[src/rtl/load_commutator.sv]
// load_commutator: make-before-break commutation between bidirectional loads.
// Each load k has a P and an N switch. Sout is the registered gate vector.
// Define FAULT_OPEN_EN to add the 'fault' port and the latched FAULT state,
// which forces every switch open until the next reset.
module load_commutator #(
  parameter int NLOADS = 3,
  parameter int DWELL  = 2,
  localparam int SEL_W = $clog2(NLOADS + 1),
  localparam int SW_W  = 2 * NLOADS
) (
  input  logic             clk,
  input  logic             rst,
  input  logic [SEL_W-1:0] DesiredLoad,
  input  logic             CurrentSign,
`ifdef FAULT_OPEN_EN
  input  logic             fault,
`endif
  output logic [SW_W-1:0]  Sout,
  output logic [SEL_W-1:0] cur_load,
  output logic             busy,
  output logic             done,
  output logic             sel_err
);

  typedef enum logic [2:0] {
    IDLE,
    ON,
    STEP1,
    STEP2,
    STEP3
`ifdef FAULT_OPEN_EN
    , FAULT
`endif
  } state_t;

  localparam logic [7:0] DWELL_LAST = 8'(DWELL - 1);

  state_t           state, state_nxt;
  logic [7:0]       cnt, cnt_nxt;
  logic [SEL_W-1:0] tgt, tgt_nxt;
  logic             sgn, sgn_nxt;
  logic [SW_W-1:0]  sout_nxt;
  logic [SEL_W-1:0] cur_nxt;
  logic             busy_nxt, done_nxt, err_nxt;
  logic             req_valid, req_oor, step_last;

  // One-hot mask selecting the N switch of load k (P sits one bit above)
  function automatic logic [SW_W-1:0] nmask(input logic [SEL_W-1:0] k);
    logic [SW_W-1:0] m;
    m    = '0;
    m[0] = 1'b1;
    return m << (2 * (NLOADS - int'(k)));
  endfunction

  function automatic logic [SW_W-1:0] pmask(input logic [SEL_W-1:0] k);
    return nmask(k) << 1;
  endfunction

  assign req_oor   = int'(DesiredLoad) > NLOADS;
  assign req_valid = (DesiredLoad != '0) && !req_oor;
  assign step_last = (cnt == DWELL_LAST);

  // Next-state logic: each step edits only the switches it owns, so the
  // vector never opens a conducting path before the new one is closed
  always_comb begin
    state_nxt = state;
    cnt_nxt   = cnt;
    tgt_nxt   = tgt;
    sgn_nxt   = sgn;
    sout_nxt  = Sout;
    cur_nxt   = cur_load;
    busy_nxt  = 1'b0;
    done_nxt  = 1'b0;
    err_nxt   = req_oor;
    case (state)
      IDLE: begin
        if (req_valid) begin
          state_nxt = ON;
          sout_nxt  = pmask(DesiredLoad) | nmask(DesiredLoad);
          cur_nxt   = DesiredLoad;
          done_nxt  = 1'b1;
        end
      end
      ON: begin
        if (req_valid && (DesiredLoad != cur_load)) begin
          state_nxt = STEP1;
          cnt_nxt   = '0;
          tgt_nxt   = DesiredLoad;
          sgn_nxt   = CurrentSign;
          busy_nxt  = 1'b1;
          sout_nxt  = Sout & ~(CurrentSign ? nmask(cur_load) : pmask(cur_load));
        end
      end
      STEP1: begin
        busy_nxt = 1'b1;
        if (step_last) begin
          state_nxt = STEP2;
          cnt_nxt   = '0;
          sout_nxt  = Sout | (sgn ? pmask(tgt) : nmask(tgt));
        end else begin
          cnt_nxt = cnt + 8'd1;
        end
      end
      STEP2: begin
        busy_nxt = 1'b1;
        if (step_last) begin
          state_nxt = STEP3;
          cnt_nxt   = '0;
          sout_nxt  = Sout & ~(sgn ? pmask(cur_load) : nmask(cur_load));
        end else begin
          cnt_nxt = cnt + 8'd1;
        end
      end
      STEP3: begin
        if (step_last) begin
          state_nxt = ON;
          cnt_nxt   = '0;
          sout_nxt  = Sout | (sgn ? nmask(tgt) : pmask(tgt));
          cur_nxt   = tgt;
          done_nxt  = 1'b1;
        end else begin
          busy_nxt = 1'b1;
          cnt_nxt  = cnt + 8'd1;
        end
      end
`ifdef FAULT_OPEN_EN
      FAULT: begin
        sout_nxt = '0;
        cur_nxt  = '0;
      end
`endif
      default: begin
        state_nxt = IDLE;
        sout_nxt  = '0;
        cur_nxt   = '0;
      end
    endcase
`ifdef FAULT_OPEN_EN
    if (fault) begin
      state_nxt = FAULT;
      cnt_nxt   = '0;
      sout_nxt  = '0;
      cur_nxt   = '0;
      busy_nxt  = 1'b0;
      done_nxt  = 1'b0;
    end
`endif
  end

  // State and registered outputs; reset wins over every input
  always_ff @(posedge clk) begin
    if (rst) begin
      state    <= IDLE;
      cnt      <= '0;
      tgt      <= '0;
      sgn      <= 1'b0;
      Sout     <= '0;
      cur_load <= '0;
      busy     <= 1'b0;
      done     <= 1'b0;
      sel_err  <= 1'b0;
    end else begin
      state    <= state_nxt;
      cnt      <= cnt_nxt;
      tgt      <= tgt_nxt;
      sgn      <= sgn_nxt;
      Sout     <= sout_nxt;
      cur_load <= cur_nxt;
      busy     <= busy_nxt;
      done     <= done_nxt;
      sel_err  <= err_nxt;
    end
  end

endmodule

[config.mk]
export PLATFORM = sky130hd
export DESIGN_NAME = load_commutator
export DESIGN_NICKNAME = d
export VERILOG_FILES = /design/src/rtl/load_commutator.sv
export SDC_FILE = /design/constraint.sdc
export NUM_CORES = 1
export LEC_CHECK = 0
export CORE_ASPECT_RATIO = 2
export CORE_UTILIZATION = 40
export CTS_CLUSTER_SIZE = 10
export DETAILED_ROUTE_END_ITERATION = 6
export PLACE_DENSITY = 0.69
export RECOVER_POWER = 100
export SLEW_MARGIN = 20
export SYNTH_ARGS = -nofsm -noshare
export SYNTH_HDL_FRONTEND = slang
export SYNTH_SLANG_ARGS = --single-unit
[constraint.sdc]
create_clock -name clk -period 1.9 [get_ports clk]
set_clock_uncertainty 0.15 [all_clocks]
set_input_delay 0.19 -clock clk [delete_from_list [all_inputs] [get_ports clk]]
set_output_delay 0.19 -clock clk [all_outputs]
set_load 0.03 [all_outputs]
==> impl_metrics.csv, run 1 <==
group,metric,value,unit
outcome,status,"finished, final reports clean",
min_path,hold_depth,3,
critical_path,crit_type,"flop to output pin",
critical_path,end_kind,"output pin",
critical_path,crit_required,1.56,ns
synthesis,synthArstFlopShare,0,
clock_network,ctsHoldBuffers,0,
drt,postRouteAntennaNets,0,
critical_path,r2r_setup_slack,0.12,ns
clock_network,cts_tree,"yes",
power_and_ir_drop,power_density,956,nW/um^2
place,place_congestion,0.848,
grt,antenna_found_initial,0,
final_layout,syn_to_final_growth,21.5,%
final_layout,design_area,2190,sq um
min_path,holdPathEnd,"tgt[0]",
critical_path,cp.arrival,1.48,ns
timing,grt_setup_unrepaired,"no",
place,placed_area,2140,sq um
grt,grt_max_degree,26,
power_and_ir_drop,switchingPower,854,uW
run,maxCapViolations,0,
critical_path,timing.rr.start,"state[1]",
drt,via_per_inst,5.74,
grt,grt_remaining_overflow,0,
timing,fin_ws,0.0810,ns
synthesis,avgSynthCellArea,8.46,sq um
power_and_ir_drop,p_seq_frac,0.316,
floorplan,die-area,4790,sq um
power_and_ir_drop,peakVddDrop,707,uV
timing,final.min_clock_period,1.82,ns
final_layout,nets,249,
floorplan,fp.coreArea,4340,sq um
critical_path,r2r_cells,6,
synthesis,synth_cells,213,
place,pre_cts_ws,-0.218,ns
critical_path,cp-start-kind,"flop",
place,dp_hpwl,3.51,mm
grt,grt_pass1_vias,1661,
clock_network,ctsRootBufferMaster,"clkbuf_8",
timing,hold_viol,0,
grt,grt.total_usage,0.202,
power_and_ir_drop,p_sw_frac,0.408,
clock_network,clk_latency,0.27,ns
synthesis,ys_warn_count,0,
final_layout,antennaDiodeCount,0,
clock_network,cts.clk_slew.worst_paths,0.09,ns
power_and_ir_drop,leakage,0.000806,uW
floorplan,start_util,0.415,
power_and_ir_drop,pwr-share-comb,0.539,
drt,route.detailed.drc,0,
min_path,hold_start,"DesiredLoad[0]",
clock_network,cts_made_buffers,3,
floorplan,rows,34,
grt,grt_pass1_wl,7.53,mm
synthesis,ys_ff_latch,24,
floorplan,die-height,96.9,microns
final_layout,instances_no_fill,294,
clock_network,clock_path_buffers,2,
synthesis,seq_area_frac_synth,0.267,
synthesis,synth_area,1800,sq um
critical_path,worstReg2RegEnd,"Sout[2]",
synthesis,yosysMostFrequentCell,"dfxtp_1",
drt,wl,4.49,mm
min_path,hp-class,"input pin to flop",
floorplan,io_pins,16,
place,io_buffer_count,14,
synthesis,synth-edff-count,0,
synthesis,synth_top_area_cell,"dfxtp_1",
clock_network,htree_levels,1,
power_and_ir_drop,p_clk_frac,0.145,
timing,finalSetupViolCount,0,
synthesis,synth_top_cells_by_count,"dfxtp_1 (24), a21oi_1 (18), nand2b_1 (16), nand3_1 (16), mux2i_1 (14)",
timing,period_share,0.957,
drt,routedWlPerCell,15.3,microns
place,placed_cells,291,
floorplan,dieWidth,49.5,microns
drt,dr.pass1.iters,4,
timing,drv_slew,0,
synthesis,ys_types,55,
timing,fmax,550,MHz
synthesis,synth_area_leaders,"dfxtp_1 (27%), mux2i_1 (7.8%), nand2b_1 (5.6%), a21oi_1 (5.0%), nand3_1 (4.4%)",
drt,vias,1688,
power_and_ir_drop,intPower,1240,uW
clock_network,cts_sinks,24,
synthesis,ys.flop_type,"dfxtp_1",
drt,drtIter0Drc,34,
critical_path,path_max_fanout,4,
synthesis,syn_nets,220,
synthesis,synth_top_area_frac,0.267,
final_layout,drive_gt1_frac,0.204,
[sequential cells by signal, summed over array words and instances, names as in the netlist]
| signal | cells |
|---|---|
| busy | 1 |
| cnt | 8 |
| Sout | 6 |
| sgn | 1 |
| done | 1 |
| cur_load | 2 |
| tgt | 2 |
| state | 3 |
[critical path, stage by stage (launching register included)]
cell and delay, ns:
dfxtp_1 0.39, clkbuf_2 0.16, clkdlybuf4s50_1 0.67
[worst max path at each step]
stage | startpoint | end | slack, ns | depth (start not counted)
after floorplan | cur_load[1] | cnt[6] | 0.12 | 5
after global placement | DesiredLoad[1] | Sout[2] | -0.18 | 6
after detailed placement | DesiredLoad[1] | Sout[2] | -0.22 | 6
after CTS | DesiredLoad[1] | Sout[2] | 0.05 | 6
after global routing | cnt[1] | cnt[2] | 0.003 | 8
final | cur_load[1] | cur_load[1] | 0.08 | 2
[layout by cell type, fill, tap and decap left out, drive strengths merged, types with 2 or more instances in the layout]
cell / instances
mux2i: 14
dlymetal6s2s: 2
nand3: 18
dlygate4sd3: 2
clkdlybuf4s50: 10
a21oi: 21
o22ai: 6
a21boi: 2
nand2b: 16
a221o: 5
nand4: 2
o221ai: 3
o21a: 2
nor2: 13
dfxtp: 24
or3b: 3
a211oi: 2
nand2: 9
a21o: 3
o211ai: 3
and2: 4
buf: 25
o311ai: 4
ha: 2
clkbuf: 5
nor2b: 6
inv: 5
nor3: 2
o21ai: 4
nand3b: 8
or2: 2
[metrics by stage]
step	power (uW)	util	hold slack (ns)	setup TNS, ns
finish	2090	0.505	0.263	0
global route	2240	0.505	0.276	0
CTS	2110	0.502	0.357	0
detailed placement	1800	0.492	0.345	-3.25
global placement	1780	0.492	0.332	-1.91
floorplan	1430	-	0.184	0
[power by group through the flow]
stage               clock (uW)  sequential [uW]  combinational (uW)
floorplan                    0              726                 707
global placement             0              669                1110
detailed placement           0              672                1130
CTS                        315              662                1130
global route               341              670                1230
finish                     304              660                1130
[cells by family after synthesis]
| logic type | after synthesis | share of synthesized area |
|---|---|---|
| simple gates | 87 | 0.291 |
| compound gates | 62 | 0.263 |
| flops | 24 | 0.267 |
| buf+inv | 22 | 0.0806 |
| mux | 14 | 0.0778 |
| fa+ha+maj | 2 | 0.0139 |
| other cells | 1 | 0.00208 |
| xor+xnor | 1 | 0.00486 |
[timing repair]
item,CTS,global route
gates resized for setup,0,7
buffers inserted,0,0
endpoints found under the setup margin,0,11
endpoints found under the hold margin,0,0
[metal layers]
metal,vias up,part of all wire,GRT usage
met1,802,0.35,0.197
met4,0,0.025,0.110
met2,38,0.59,0.392
li1,837,-,-
met5,-,0,0
met3,11,0.029,0.0173
[final cells by class]
class | count | area, sq um
fillers | 443 | 2150
multi-input cells | 167 | 1190
flip-flops and latches | 24 | 482
repair buffers | 41 | 387
well taps | 54 | 67.6
clock buffers | 3 | 41.3
inverters | 5 | 18.8
Power figures use the tool's default switching activity.
==> run 2: changes to the inputs <==
Settings changed: CORE_MARGIN set to 1.
==> results of run 2 <==
The final DEF is identical to that of run 1; final timing and power are the same.
